`config.mk`:
```
export PLATFORM = sky130hd
export DESIGN_NAME = pkt_out_port
export DESIGN_NICKNAME = d
export VERILOG_FILES = /design/src/rtl/pkt_out_port_pkg.sv /design/src/rtl/pkt_out_port_onehot_mux.sv /design/src/rtl/pkt_out_port.sv
export SDC_FILE = /design/constraint.sdc
export NUM_CORES = 1
export LEC_CHECK = 0
export ABC_CLOCK_PERIOD_IN_PS = 3100
export CAP_MARGIN = 20
export CORE_MARGIN = 3
export CORE_UTILIZATION = 41
export CTS_BUF_LIST = sky130_fd_sc_hd__clkbuf_4
export CTS_CLUSTER_SIZE = 12
export DETAILED_ROUTE_END_ITERATION = 10
export HOLD_SLACK_MARGIN = 0.12
export PLACE_DENSITY = 0.86
export SETUP_SLACK_MARGIN = 0.3
export SLEW_MARGIN = 20
export SYNTH_ARGS = -nofsm -noshare
export SYNTH_HDL_FRONTEND = slang
export SYNTH_SLANG_ARGS = --single-unit
```
`constraint.sdc`:
```
create_clock -name clk -period 3.1 [get_ports clk]
set_input_delay 0.31 -clock clk [delete_from_list [all_inputs] [get_ports clk]]
set_output_delay 0.31 -clock clk [all_outputs]
set_load 0.005 [all_outputs]
```
`src/rtl/pkt_out_port_pkg.sv`:
```
// Shared router definitions for the output-port packet controller.
// The port FSM needs only a 1-bit state: IDLE while arbitrating, BUSY while forwarding a packet.
package pkt_out_port_pkg;

    typedef enum logic {
        IDLE = 1'b0,
        BUSY = 1'b1
    } port_state_e;

endpackage

```
`src/rtl/pkt_out_port_onehot_mux.sv`:
```
// Combinational one-hot selector: ORs together the DW-bit slices whose select bit is set.
// The output is zero when the select vector is zero.
module onehot_mux #(
    parameter int N  = 2,
    parameter int DW = 8
) (
    input  logic [N-1:0]    sel,
    input  logic [N*DW-1:0] din,
    output logic [DW-1:0]   dout
);

    always_comb begin
        dout = '0;
        for (int i = 0; i < N; i++) begin
            if (sel[i]) dout = dout | din[i*DW +: DW];
        end
    end

endmodule

```
`src/rtl/pkt_out_port.sv`:
```
// Output-port packet controller: arbitrates once per packet, locks the grant for the
// whole packet and forwards the owner's beats through a registered ready/valid stage.
module pkt_out_port
    import pkt_out_port_pkg::*;
#(
    parameter int CLIENTS = 2,
    parameter int DW      = 8
) (
    input  logic                  clk,
    input  logic                  reset,
    input  logic [CLIENTS-1:0]    in_valid,
    input  logic [CLIENTS*DW-1:0] in_data,
    input  logic [CLIENTS-1:0]    in_last,
    output logic [CLIENTS-1:0]    in_ready,
    output logic [CLIENTS-1:0]    arb_req,
    output logic                  arb_cycle,
    input  logic [CLIENTS-1:0]    arb_gnt,
    output logic                  out_valid,
    output logic [DW-1:0]         out_data,
    output logic                  out_last,
    input  logic                  out_ready
);

    port_state_e        state, state_nxt;
    logic [CLIENTS-1:0] owner;
    logic [DW-1:0]      sel_data;
    logic               sel_last;
    logic               acc;

    onehot_mux #(.N(CLIENTS), .DW(DW)) u_data_mux (
        .sel  (owner),
        .din  (in_data),
        .dout (sel_data)
    );

    onehot_mux #(.N(CLIENTS), .DW(1)) u_last_mux (
        .sel  (owner),
        .din  (in_last),
        .dout (sel_last)
    );

    assign arb_req = in_valid;

    // arb_cycle only pulses in IDLE so the arbiter pointer moves once per packet.
    always_comb begin
        state_nxt = state;
        arb_cycle = 1'b0;
        in_ready  = '0;
        acc       = 1'b0;
        case (state)
            IDLE: begin
                arb_cycle = |in_valid;
                if (arb_cycle && (|arb_gnt)) state_nxt = BUSY;
            end
            BUSY: begin
                in_ready = owner & {CLIENTS{!out_valid || out_ready}};
                acc      = |(in_valid & in_ready);
                if (acc && sel_last) state_nxt = IDLE;
            end
            default: state_nxt = IDLE;
        endcase
    end

    always_ff @(posedge clk or posedge reset) begin
        if (reset) begin
            state <= IDLE;
            owner <= '0;
        end else begin
            state <= state_nxt;
            if (state == IDLE && arb_cycle && (|arb_gnt)) owner <= arb_gnt;
        end
    end

    // Output stage only loads when empty or draining, so an unaccepted beat is never lost.
    always_ff @(posedge clk or posedge reset) begin
        if (reset) begin
            out_valid <= 1'b0;
            out_data  <= '0;
            out_last  <= 1'b0;
        end else if (acc) begin
            out_valid <= 1'b1;
            out_data  <= sel_data;
            out_last  <= sel_last;
        end else if (out_valid && out_ready) begin
            out_valid <= 1'b0;
        end
    end

endmodule
```
# After elaboration in Yosys (flattened, before gate mapping)
# Index checks and enable logic that the tools add are counted.
# Widths: inputs -> output; s select.
[op_classes]
order_cmp = 0
shifts = 0
mul = 0
eq_ne = 0
addsub = 0
reduce_logical = 11
muxes = 12
div = 0
bitwise_logic = 5
[ops]
columns = ["operator", "count"]
rows = [
  ["$mux 8", 2],
  ["$mux 1", 8],
  ["$or 8x8->8", 1],
  ["$reduce_or 2->1", 3],
  ["$logic_and 1x1->1", 5],
  ["$and 2x2->2", 2],
  ["$mux 2", 1],
  ["$pmux 1 s2", 1],
  ["$reduce_bool 2->1", 1],
  ["$logic_not 1->1", 1],
  ["$logic_or 1x1->1", 1],
  ["$not 1->1", 1],
  ["$or 1x1->1", 1],
]
[totals]
romBits = 0
latch_bits = 0
ram_bits = 0
in_bits = 25
out_inout_bits = 15
memories = 0
ff_bits = 13
wordCells = 33

# Logic depth before layout (Yosys ltp)
[depth]
word_depth = 8
mapped_depth = 4
ltp_nobuf = 3

# Modules after synthesis
# Synthesis repeated with hierarchy kept, for this count alone.
[hier_totals]
hier_cells = 51
area_unflattened_um2 = 663.1
[by_module_without_submodules]
columns = ["module", "instances", "seq_area_each_um2", "cells_each", "area_each_um2"]
rows = [
  ["pkt_out_port", 1, 325.3, 40, 561.8],
  ["onehot_mux at u_data_mux", 1, 0.0, 10, 92.6],
  ["onehot_mux at u_last_mux", 1, 0.0, 1, 8.8],
]

# Worst setup path after synthesis
# Ideal clock, no wire load.
[synth_path]
path_kind = "flip-flop to flip-flop"
startpoint = "register owner[1]"
endpoint = "register out_data[0]"
t_required_ns = 2.975
slack_ns = 1.874
stages_incl_launch_ff = 4
setup_time_ns = 0.125
path_buffers = 0
period_less_slack_ns = 1.226
t_arrival_ns = 1.101
path_cell_list = "dfrtp_1 -> a22o_4 -> nand3_4 -> mux2_4"
[synth_via]
elab_chain_len = 4
elab_cells_between_ends = 5
cone_classes = "mux (2); bitwise (2); reduce/logical (1)"
[synth_rtl]
columns = ["element", "line", "text"]
rows = [
  ["start, declared", "pkt_out_port.sv:25", "logic [CLIENTS-1:0] owner;"],
  ["start signal, assigned", "pkt_out_port.sv:70", "if (state == IDLE && arb_cycle && (|arb_gnt)) owner <= arb_gnt;"],
  ["$and 2x2->2", "pkt_out_port.sv:56", "in_ready = owner & {CLIENTS{!out_valid || out_ready}};"],
  ["$and 2x2->2", "pkt_out_port.sv:57", "acc = |(in_valid & in_ready);"],
  ["$reduce_or 2->1", "pkt_out_port.sv:57", ""],
  ["$mux 1", "pkt_out_port.sv:50", "case (state)"],
  ["end signal, assigned", "pkt_out_port.sv:82", "out_data <= sel_data;"],
  ["end, declared", "pkt_out_port.sv:19", "output logic [DW-1:0] out_data,"],
]
# Several ways; a longest one is shown, not always the timed one.
# A chain may end at the register's enable or synchronous reset.

# Worst setup path after layout
[layout_path]
startpoint = "register owner[0]"
endpoint = "output in_ready[0]"
[layout_via]
elab_chain_len = 2
[layout_rtl]
columns = ["element", "line", "text"]
rows = [
  ["$and 2x2->2", "pkt_out_port.sv:56", ""],
  ["$mux 2", "pkt_out_port.sv:50", ""],
  ["end, declared", "pkt_out_port.sv:14", "output logic [CLIENTS-1:0] in_ready,"],
]
# Every way passes these cells.

==> results.cfg <==
[worst_hold_path]
hold_class = input port to asynchronous set/reset pin

[routing]
vias_per_cell = 5.23
wirelength_um = 1660
top_layer = met4
drt_iter0_drc = 13
drc_errors = 0
wl_met2_um = 886
met3WireLength_um = 78
vias = 565
wirelength_met1_um = 666
ant_nets = 0
dr.pass1.iters = 4
wl_per_cell_um = 15.4

[floorplanning]
start_util = 0.447
core_area_mm2 = 0.00154
die_w_um = 47.0
dieHeight_um = 47.0
ioPinCount = 40
die-area_mm2 = 0.00221
rows = 14

[sta]
relSlewSlack = 0.681
clock.fmax_mhz = 517
hold_violations = 0
final-setup-viol-count = 0
skew_ns = 0.00290
period_needed_ns = 1.93
fin_tns_setup_ns = 0
rsz0062_at_grt = no
fin_crit_sh = 0.624
whs_ns = 0.339
worst_slew_pin_slew_ns = 0.478
final_max_slew_viol_count = 0

[cts]
post_cts_buffers = 0
cts-htree-levels = 1
clk_pin_slew_ns = 0.08
cts_buffer_depth = 2
cts_sinks = 13
clock_latency_ns = 0.28
cts_tree = yes
clk_root_buffer_cell = clkbuf_4
postCtsHoldBufs = 0
cts_buffers = 3
cts_resized = 0

[synthesis]
synth_area_um2 = 689
avgSynthCellArea_um2 = 13.0
synth_top_area_frac = 0.472
ys_seq_area_frac = 0.472
synth-edff-count = 0
synth_fp_nets = 78
yosys.area.top_type = dfrtp_1
yosys_warnings = 0
synthTopCellsByArea = dfrtp_1 47%, mux2_4 17%, a22o_1 11%, a22o_4 2.5%, nand3_4 2.5%
synthArstFlopShare = 1.00
synth_top_cells_by_count = 13 x dfrtp_1, 9 x a22o_1, 8 x mux2_4
postSynthCellCount = 53
synth-seq-cells = 13
synthDistinctLibCells = 18
post-synth-top-count-cell = dfrtp_1
ys.flop_type = dfrtp_1

[place]
dpl.hpwl_um = 1300
gp_congestion = 0.683
io_buffer_count = 39
dpl_cell_area_mm2 = 0.00107

[final_layout]
fin_util = 0.717
n_antenna_cell = 0
fillers = 121
drive_above_1_share = 0.185
fin_nets = 118
fin_area_mm2 = 0.00110
areaGrowthSynthToFinish_pct = 60.3

[setup_path]
cp-end-kind = output pin
worstSetupPathType = flip-flop to output pin
r2r_cells = 3
arrival_ns = 1.62
start_kind = flip-flop
r2r-start = owner[0]$_DFFE_PP0P_
rr_endpoint = out_data[2]$_DFFE_PP0P_
worstSetupStartpoint = owner[0]$_DFFE_PP0P_
cp_max_fo = 12
reg2reg_slack_ns = 1.62
cp.required_ns = 2.79

[run]
cap_violations = 0

[grt]
track_usage = 0.172
grt_pass1_vias = 513
grt_pass1_wl_um = 2550
grt_overflow = 0
antenna_found_initial = 0
grt_max_degree = 14

[pwr]
switching_share = 0.308
p_clk_frac = 0.114
p_total_uw = 986
p_comb_frac = 0.527
pwr-share-seq = 0.358
powerDensity_mw_per_mm2 = 893
internal-power_uw = 682
max-vdd-ir-drop_mv = 0.550
switching_power_uw = 304
p_leak_nw = 0.506

[outcome]
status = finished clean
power by group through the flow:
| stage | registers, mW | clock network (mW) | logic [mW] |
|---|---|---|---|
| floorplan | 0.316 | 0 | 0.320 |
| global placement | 0.353 | 0 | 0.511 |
| detailed placement | 0.354 | 0 | 0.523 |
| CTS | 0.353 | 0.119 | 0.525 |
| global route | 0.368 | 0.129 | 0.565 |
| finish | 0.354 | 0.113 | 0.520 |
routing by layer:
metal | track usage | up-vias
met4 | 0.0497 | 0
met1 | 0.224 | 265
met2 | 0.268 | 23
met3 | 0.0613 | 4
met5 | 0 | -
li1 | - | 273
cell usage in the layout (no fill, tap or decap):
cell type        instances
a22o_4                   1
clkdlybuf4s50_1         39
nand3_4                  1
nor2b_1                  1
dfrtp_1                 13
inv_1                    3
a22o_2                   1
nand2_1                  3
and3_1                   2
a22o_1                   9
mux2_4                   8
a22oi_1                  1
nand2b_2                 1
o211ai_1                 1
o21ba_2                  1
o21ai_0                  2
mux2i_1                  1
clkbuf_4                 4
cells by family (layout without fill, tap and decap cells):
group | after synthesis | in the layout | synth area share
flip-flops | 13 | 13 | 0.472
buffers and inverters | 7 | 46 | 0.0526
multiplexers | 9 | 9 | 0.189
AO/OA/AOI/OAI | 16 | 16 | 0.205
AND/OR/NAND/NOR | 8 | 8 | 0.0817
worst max-delay path: stages (launching register included):
cell and delay (ns):
dfrtp_1 0.61, and3_1 0.24, clkdlybuf4s50_1 0.50
registers in the layout, indices dropped and copies added (netlist names):
register	cells
out_data	8
out_valid	1
state	1
owner	2
out_last	1
per-stage QoR:
step / cells / setup WS (ns)
2_1_floorplan: 53 / 1.87
3_3_place_gp: 104 / 1.21
3_5_place_dp: 104 / 1.18
4_1_cts: 108 / 1.17
5_1_grt: 108 / 1.08
6_report: 108 / 1.17
how the worst max path moves through the flow:
stage	depth (start not counted)	slack, ns	to
detailed placement	4	1.18	in_ready[0]
global placement	4	1.21	in_ready[1]
global route	2	1.08	in_ready[1]
floorplan	3	1.87	out_data[0]$_DFFE_PP0P_
CTS	2	1.17	in_ready[0]
finish	2	1.17	in_ready[0]
layout make-up:
class                      instances  area [µm²]  share of cell area
clock buffer                       4        30.0              0.0272
inverter                           3        11.3              0.0102
multi-input combinational         33         328               0.297
tap                               16        20.0              0.0181
sequential                        13         325               0.294
timing repair buffer              39         390               0.353
Power figures use the tool's default switching activity.
